## src/rtl/branch_predictor_pkg.sv

```systemverilog
// Shared CPU package for the fetch-stage branch predictor.
// Holds the 2-bit saturating counter encodings and the default table depth.
package branch_predictor_pkg;

  localparam int unsigned BP_ENTRIES_DEF = 16;

  typedef enum logic [1:0] {
    CNT_SNT = 2'b00,  // strongly not-taken
    CNT_WNT = 2'b01,  // weakly not-taken
    CNT_WT  = 2'b10,  // weakly taken
    CNT_ST  = 2'b11   // strongly taken
  } cnt_state_e;

endpackage

```

## src/rtl/branch_predictor_sat_counter2.sv

```systemverilog
// Next-state logic for a 2-bit saturating counter.
// Ports:
//   cnt_i  - current counter value
//   inc_i  - 1: count up toward ST, 0: count down toward SNT
//   cnt_o  - next counter value, saturating at ST/SNT
module sat_counter2
  import branch_predictor_pkg::*;
(
  input  logic [1:0] cnt_i,
  input  logic       inc_i,
  output logic [1:0] cnt_o
);

  always_comb begin
    cnt_o = cnt_i;
    if (inc_i) begin
      if (cnt_i != CNT_ST) cnt_o = cnt_i + 2'd1;
    end else begin
      if (cnt_i != CNT_SNT) cnt_o = cnt_i - 2'd1;
    end
  end

endmodule

```

## src/rtl/branch_predictor.sv

```systemverilog
// Direct-mapped BTB with 2-bit saturating direction counters.
// Lookup is purely combinational from pc_i and registered table state; updates
// from the resolve stage land on the next rising edge (no same-cycle bypass).
// Ports:
//   clk_i, rst_i           - clock, async active-low reset
//   pc_i                   - fetch PC to look up
//   next_pc_o              - predicted next fetch PC
//   pred_taken_o           - hit and counter predicts taken
//   upd_valid_i/pc/taken/target/mispred - resolved branch update
//   mispred_cnt_o          - saturating misprediction count
module branch_predictor
  import branch_predictor_pkg::*;
#(
  parameter int ENTRIES = BP_ENTRIES_DEF,
  parameter int ADDR_W  = 32,
  parameter int MODE    = 1
) (
  input  logic              clk_i,
  input  logic              rst_i,
  input  logic [ADDR_W-1:0] pc_i,
  output logic [ADDR_W-1:0] next_pc_o,
  output logic              pred_taken_o,
  input  logic              upd_valid_i,
  input  logic [ADDR_W-1:0] upd_pc_i,
  input  logic              upd_taken_i,
  input  logic [ADDR_W-1:0] upd_target_i,
  input  logic              upd_mispred_i,
  output logic [15:0]       mispred_cnt_o
);

  localparam int IDX_W = $clog2(ENTRIES);
  localparam int TAG_W = ADDR_W - IDX_W - 2;

  logic [ENTRIES-1:0] valid_q, valid_d;
  logic [1:0]         cnt_q    [ENTRIES];
  logic [1:0]         cnt_d    [ENTRIES];
  logic [TAG_W-1:0]   tag_q    [ENTRIES];
  logic [TAG_W-1:0]   tag_d    [ENTRIES];
  logic [ADDR_W-1:0]  target_q [ENTRIES];
  logic [ADDR_W-1:0]  target_d [ENTRIES];
  logic [15:0]        mispred_cnt_q, mispred_cnt_d;

  logic [IDX_W-1:0] lk_idx, upd_idx;
  logic [TAG_W-1:0] lk_tag, upd_tag;
  logic             lk_hit, upd_hit;
  logic [1:0]       upd_cnt_nxt;
  logic             upd_pc_unused;

  // Instructions are word aligned; the low PC bits carry no index/tag info.
  assign upd_pc_unused = ^upd_pc_i[1:0];

  assign lk_idx  = pc_i[IDX_W+1:2];
  assign lk_tag  = pc_i[ADDR_W-1:IDX_W+2];
  assign upd_idx = upd_pc_i[IDX_W+1:2];
  assign upd_tag = upd_pc_i[ADDR_W-1:IDX_W+2];

  assign lk_hit  = valid_q[lk_idx]  && (tag_q[lk_idx]  == lk_tag);
  assign upd_hit = valid_q[upd_idx] && (tag_q[upd_idx] == upd_tag);

  sat_counter2 u_sat_counter2 (
    .cnt_i (cnt_q[upd_idx]),
    .inc_i (upd_taken_i),
    .cnt_o (upd_cnt_nxt)
  );

  always_comb begin
    pred_taken_o = (MODE == 1) && lk_hit && cnt_q[lk_idx][1];
    next_pc_o    = pred_taken_o ? target_q[lk_idx] : pc_i + ADDR_W'(4);
  end

  always_comb begin
    valid_d  = valid_q;
    cnt_d    = cnt_q;
    tag_d    = tag_q;
    target_d = target_q;
    if (upd_valid_i) begin
      if (upd_hit) begin
        cnt_d[upd_idx] = upd_cnt_nxt;
        if (upd_taken_i) target_d[upd_idx] = upd_target_i;
      end else if (upd_taken_i) begin
        // Taken miss evicts whatever occupies the slot.
        valid_d[upd_idx]  = 1'b1;
        tag_d[upd_idx]    = upd_tag;
        target_d[upd_idx] = upd_target_i;
        cnt_d[upd_idx]    = CNT_WT;
      end
    end
  end

  always_comb begin
    mispred_cnt_d = mispred_cnt_q;
    if (upd_valid_i && upd_mispred_i && (mispred_cnt_q != 16'hFFFF))
      mispred_cnt_d = mispred_cnt_q + 16'd1;
  end

  always_ff @(posedge clk_i or negedge rst_i) begin
    if (!rst_i) begin
      valid_q       <= '0;
      mispred_cnt_q <= '0;
      for (int i = 0; i < ENTRIES; i++) cnt_q[i] <= CNT_WNT;
    end else begin
      valid_q       <= valid_d;
      mispred_cnt_q <= mispred_cnt_d;
      cnt_q         <= cnt_d;
    end
  end

  // Tag/target are qualified by valid, so they need no reset.
  always_ff @(posedge clk_i) begin
    tag_q    <= tag_d;
    target_q <= target_d;
  end

  assign mispred_cnt_o = mispred_cnt_q;

endmodule

```

## config.mk

```make
export PLATFORM = sky130hd
export DESIGN_NAME = branch_predictor
export DESIGN_NICKNAME = d
export VERILOG_FILES = /design/src/rtl/branch_predictor_pkg.sv /design/src/rtl/branch_predictor_sat_counter2.sv /design/src/rtl/branch_predictor.sv
export SDC_FILE = /design/constraint.sdc
export NUM_CORES = 1
export LEC_CHECK = 0
export BUFFER_PORTS_ARGS = -buffer_cell sky130_fd_sc_hd__buf_2
export CORE_MARGIN = 1
export CORE_UTILIZATION = 62
export CTS_CLUSTER_SIZE = 25
export DETAILED_ROUTE_END_ITERATION = 16
export PLACE_DENSITY = 0.86
export SKIP_LAST_GASP = 1
export SLEW_MARGIN = 20
export SYNTH_ARGS = -nofsm -noshare
export SYNTH_HDL_FRONTEND = slang
export SYNTH_SLANG_ARGS = --single-unit
```

## constraint.sdc

```tcl
create_clock -name clk_i -period 12.75 [get_ports clk_i]
set_input_delay 0.6375 -clock clk_i [delete_from_list [all_inputs] [get_ports clk_i]]
set_output_delay 0.6375 -clock clk_i [all_outputs]
set_load 0.01 [all_outputs]
```

==> reports/qor.json <==
{
  "max_slew_margin_pct": 24.3,
  "path_class": "primary input to output pin",
  "place.detailed.hpwl_mm": 65.3,
  "drtAntennaViolNets": 0,
  "timing.critical_path.from": "pc_i[2]",
  "synth-main-ff-cell": "sky130_fd_sc_hd__edfxtp_1",
  "maxClockFrequency_mhz": 140,
  "design_power_total_mw": 7.31,
  "tritoncts.num_buffers": 96,
  "detail_route.wirelength_mm": 123,
  "final_net_count": 2471,
  "synthToLayoutAreaGrowth_pct": 12.2,
  "layout.area.seq_um2": 29500,
  "period_share_pct": 55.9,
  "clock_slew_seen_by_the_registers_of_the_worst_setup_and_hold_paths_ps": 70,
  "timing.setup.tns_ps": 0,
  "finalWorstSetupSlack_ps": 5630,
  "cts.hold.buffers_added": 0,
  "max_slew_vio_count": 0,
  "tritoncts_num_sinks": 992,
  "setup_viol_count_final": 0,
  "cp_common_cell": "sky130_fd_sc_hd__mux4_2",
  "cp_cell_sequence": "buf_8 > buf_4 > mux4_2 > mux4_2 > xnor2_1 > nand4_1 > nor2_1 > and4b_1 > nand4_4 > mux2_4 > buf_2",
  "vias_after_detailed_routing": 25800,
  "postSynthNetCount": 2311,
  "hold_path.class": "primary input to async pin",
  "cts_max_level": 3,
  "grt_first_pass_wirelength_mm": 175,
  "final-hold-violation-count": 0,
  "floorplan.rows": 97,
  "overflow_left_after_global_routing": 0,
  "gp_congestion": 0.903,
  "cts-root-buf": "sky130_fd_sc_hd__clkbuf_16",
  "firstDrtPassIters": 9,
  "synth.cell_area_um2": 43800,
  "dieWidth_um": 268,
  "vdd_ir_drop_max_uv": 118,
  "highest_cell_delay_on_the_worst_timing_path_ps": 880,
  "filler_cell_count": 3912,
  "grt_setup_unrepaired": "false",
  "postSynthCellCount": 2208,
  "post-place-ws_ps": 5850,
  "synthesis.area_per_instance_um2": 19.8,
  "synth_edf_count": 928,
  "layout_common_cells": "sky130_fd_sc_hd__edfxtp_1, sky130_fd_sc_hd__mux4_2, sky130_fd_sc_hd__buf_2, sky130_fd_sc_hd__clkbuf_16, sky130_fd_sc_hd__xnor2_1",
  "layout-drive-gt1-share_pct": 34.0,
  "finalCoreUtilization_pct": 70.3,
  "start_kind": "primary input",
  "wl_per_cell_um": 36.2,
  "chipHeight_um": 268,
  "cts_setup_buffers": 0,
  "r2r_start": "tag_q[81]$_DFFE_PP_",
  "async_flop_share_pct": 6.45,
  "cts-resized-gates": 0,
  "multiInputGateArea_um2": 13700,
  "grt_pass1_vias": 26000,
  "port-buffer-count": 147,
  "drt_iter0_markers": 4142,
  "clk_latency_ps": 690,
  "p_per_area_nw_per_um2": 149,
  "cts_tree": "done",
  "worstMarginPinSlew_ps": 1130,
  "critPathMaxFanout": 84,
  "ys_warn_count": 0,
  "critical_path_required_ps": 12110,
  "clock_skews_ps": 51.5,
  "run_status": "finished clean",
  "static-leakage-power_nw": 16.2,
  "top_level_ports": 150,
  "fp.dieArea_um2": 71700,
  "synth.yosys.seq_area_share_pct": 67.3,
  "worstPathArrival_ps": 6480,
  "grtUsageTotal_pct": 34.6,
  "synth_cell_types": 75,
  "hold_worst_slack_ps": 128,
  "floorplan.initialDensity_pct": 62.7,
  "maximum_number_of_pins_on_one_net_before_global_route_repair": 116,
  "layout_min_cycle_time_ps": 7120,
  "placeableCoreArea_um2": 69900,
  "cts_buffer_depth": 3,
  "antenna_found_initial": 16,
  "total_drc_errors_in_the_routed_layout": 0,
  "cp_slowest_cell": "sky130_fd_sc_hd__nand4_4",
  "drt-vias-per-instance": 7.58,
  "maxCapViolations": 0,
  "synth.ff_latch_count": 992,
  "most_common_library_cell_in_the_layout_ignoring_fill_and_taps": "sky130_fd_sc_hd__edfxtp_1",
  "cp-end-kind": "output pin"
}
==> synth_stat cells, types with 9 or more instances <==
| library cell | number | share of area (%) |
|---|---|---|
| sky130_fd_sc_hd__edfxtp_1 | 928 | 64 |
| sky130_fd_sc_hd__mux4_2 | 384 | 20 |
| sky130_fd_sc_hd__xnor2_1 | 74 | 1.5 |
| sky130_fd_sc_hd__mux2i_1 | 72 | 1.6 |
| sky130_fd_sc_hd__nand2_1 | 72 | 0.62 |
| sky130_fd_sc_hd__nor2_1 | 69 | 0.59 |
| sky130_fd_sc_hd__buf_2 | 48 | 0.55 |
| sky130_fd_sc_hd__dfrtp_1 | 48 | 2.7 |
| sky130_fd_sc_hd__clkbuf_1 | 43 | 0.37 |
| sky130_fd_sc_hd__nand3_1 | 41 | 0.47 |
| sky130_fd_sc_hd__inv_1 | 33 | 0.28 |
| sky130_fd_sc_hd__mux2_4 | 29 | 0.99 |
| sky130_fd_sc_hd__o21ai_0 | 25 | 0.29 |
| sky130_fd_sc_hd__a22oi_1 | 24 | 0.41 |
| sky130_fd_sc_hd__a21oi_1 | 21 | 0.24 |
| sky130_fd_sc_hd__buf_6 | 19 | 0.49 |
| sky130_fd_sc_hd__xor2_1 | 19 | 0.38 |
| sky130_fd_sc_hd__dfstp_2 | 16 | 0.96 |
| sky130_fd_sc_hd__nand4_1 | 16 | 0.23 |
| sky130_fd_sc_hd__and3_1 | 15 | 0.21 |
| sky130_fd_sc_hd__buf_1 | 14 | 0.12 |
| sky130_fd_sc_hd__nand2b_1 | 14 | 0.20 |
| sky130_fd_sc_hd__nor3_1 | 12 | 0.14 |
| sky130_fd_sc_hd__nor2b_1 | 11 | 0.16 |
| sky130_fd_sc_hd__o21bai_1 | 11 | 0.19 |
| sky130_fd_sc_hd__mux2_2 | 10 | 0.26 |
| sky130_fd_sc_hd__buf_4 | 9 | 0.15 |
==> logic make-up after synthesis <==
family                     share of synthesized area, %
muxes                                              22.6
AOI/OAI and AO/OA                                  2.72
xor gates and xnor gates                           1.90
and+or+nand+nor                                    3.36
buffers and inverters                              1.98
adders and majority gates                        0.0800
DFF                                                67.3
==> cell type report <==
cell class / count / share of cell area (%)
Tap cell: 940 / 2.39
Multi-Input combinational cell: 1048 / 27.8
Inverter: 35 / 0.267
Timing Repair Buffer: 195 / 2.42
Clock inverter: 66 / 1.82
Sequential cell: 992 / 60.0
Clock buffer: 114 / 5.17
Antenna cell: 11 / 0.0560
==> per-layer routing <==
metal / global-route usage, % / wire [um] / part of all wire, % / up-vias
met5: 0 / 45 / 0.037 / -
met2: 53.2 / 58300 / 47 / 2538
met3: 9.31 / 16400 / 13 / 624
met1: 44.7 / 39800 / 32 / 13000
li1: - / - / - / 9566
met4: 21.2 / 8730 / 7.1 / 8
==> state kept, by name (all words and copies together), names as in the netlist <==
register       cells
cnt_q             32
mispred_cnt_o     16
tag_q            416
target_q         512
valid_q           16
==> through the flow <==
stage,cell area [um^2],cells
floorplan,43800,2208
global route,49100,3399
detailed placement,45600,3208
CTS,49100,3388
finish,49100,3401
global placement,45600,3206
==> path summary, 6_finish.rpt <==
check | end | cells after the start | slack [ps]
max | next_pc_o[11] | 11 | 5630
min | cnt_q[19]$_DFFE_PN0P_ | 2 | 130
max reg2reg | tag_q[143]$_DFFE_PP_ | 10 | 7650
min reg2reg | cnt_q[30]$_DFFE_PN1P_ | 1 | 490
max in group asynchronous | mispred_cnt_o[10]$_DFFE_PN0P_ | 2 | 12000
min in group clk_i | target_q[200]$_DFFE_PP_ | 1 | 310
==> power by group <==
part	total (mW)	switching (mW)	internal [mW]
clock network	3.07	1.30	1.77
registers	3.66	0.0394	3.62
logic	0.582	0.343	0.240
total	7.31	1.68	5.63
==> worst max-delay path: cells and delay by family <==
kind                   cells  cell delay (ps)
multiplexers               3             1860
AND/OR/NAND/NOR            4             1750
XOR/XNOR                   1              450
buffers and inverters      3             1540
No activity file was read; power rests on OpenSTA's default activity.
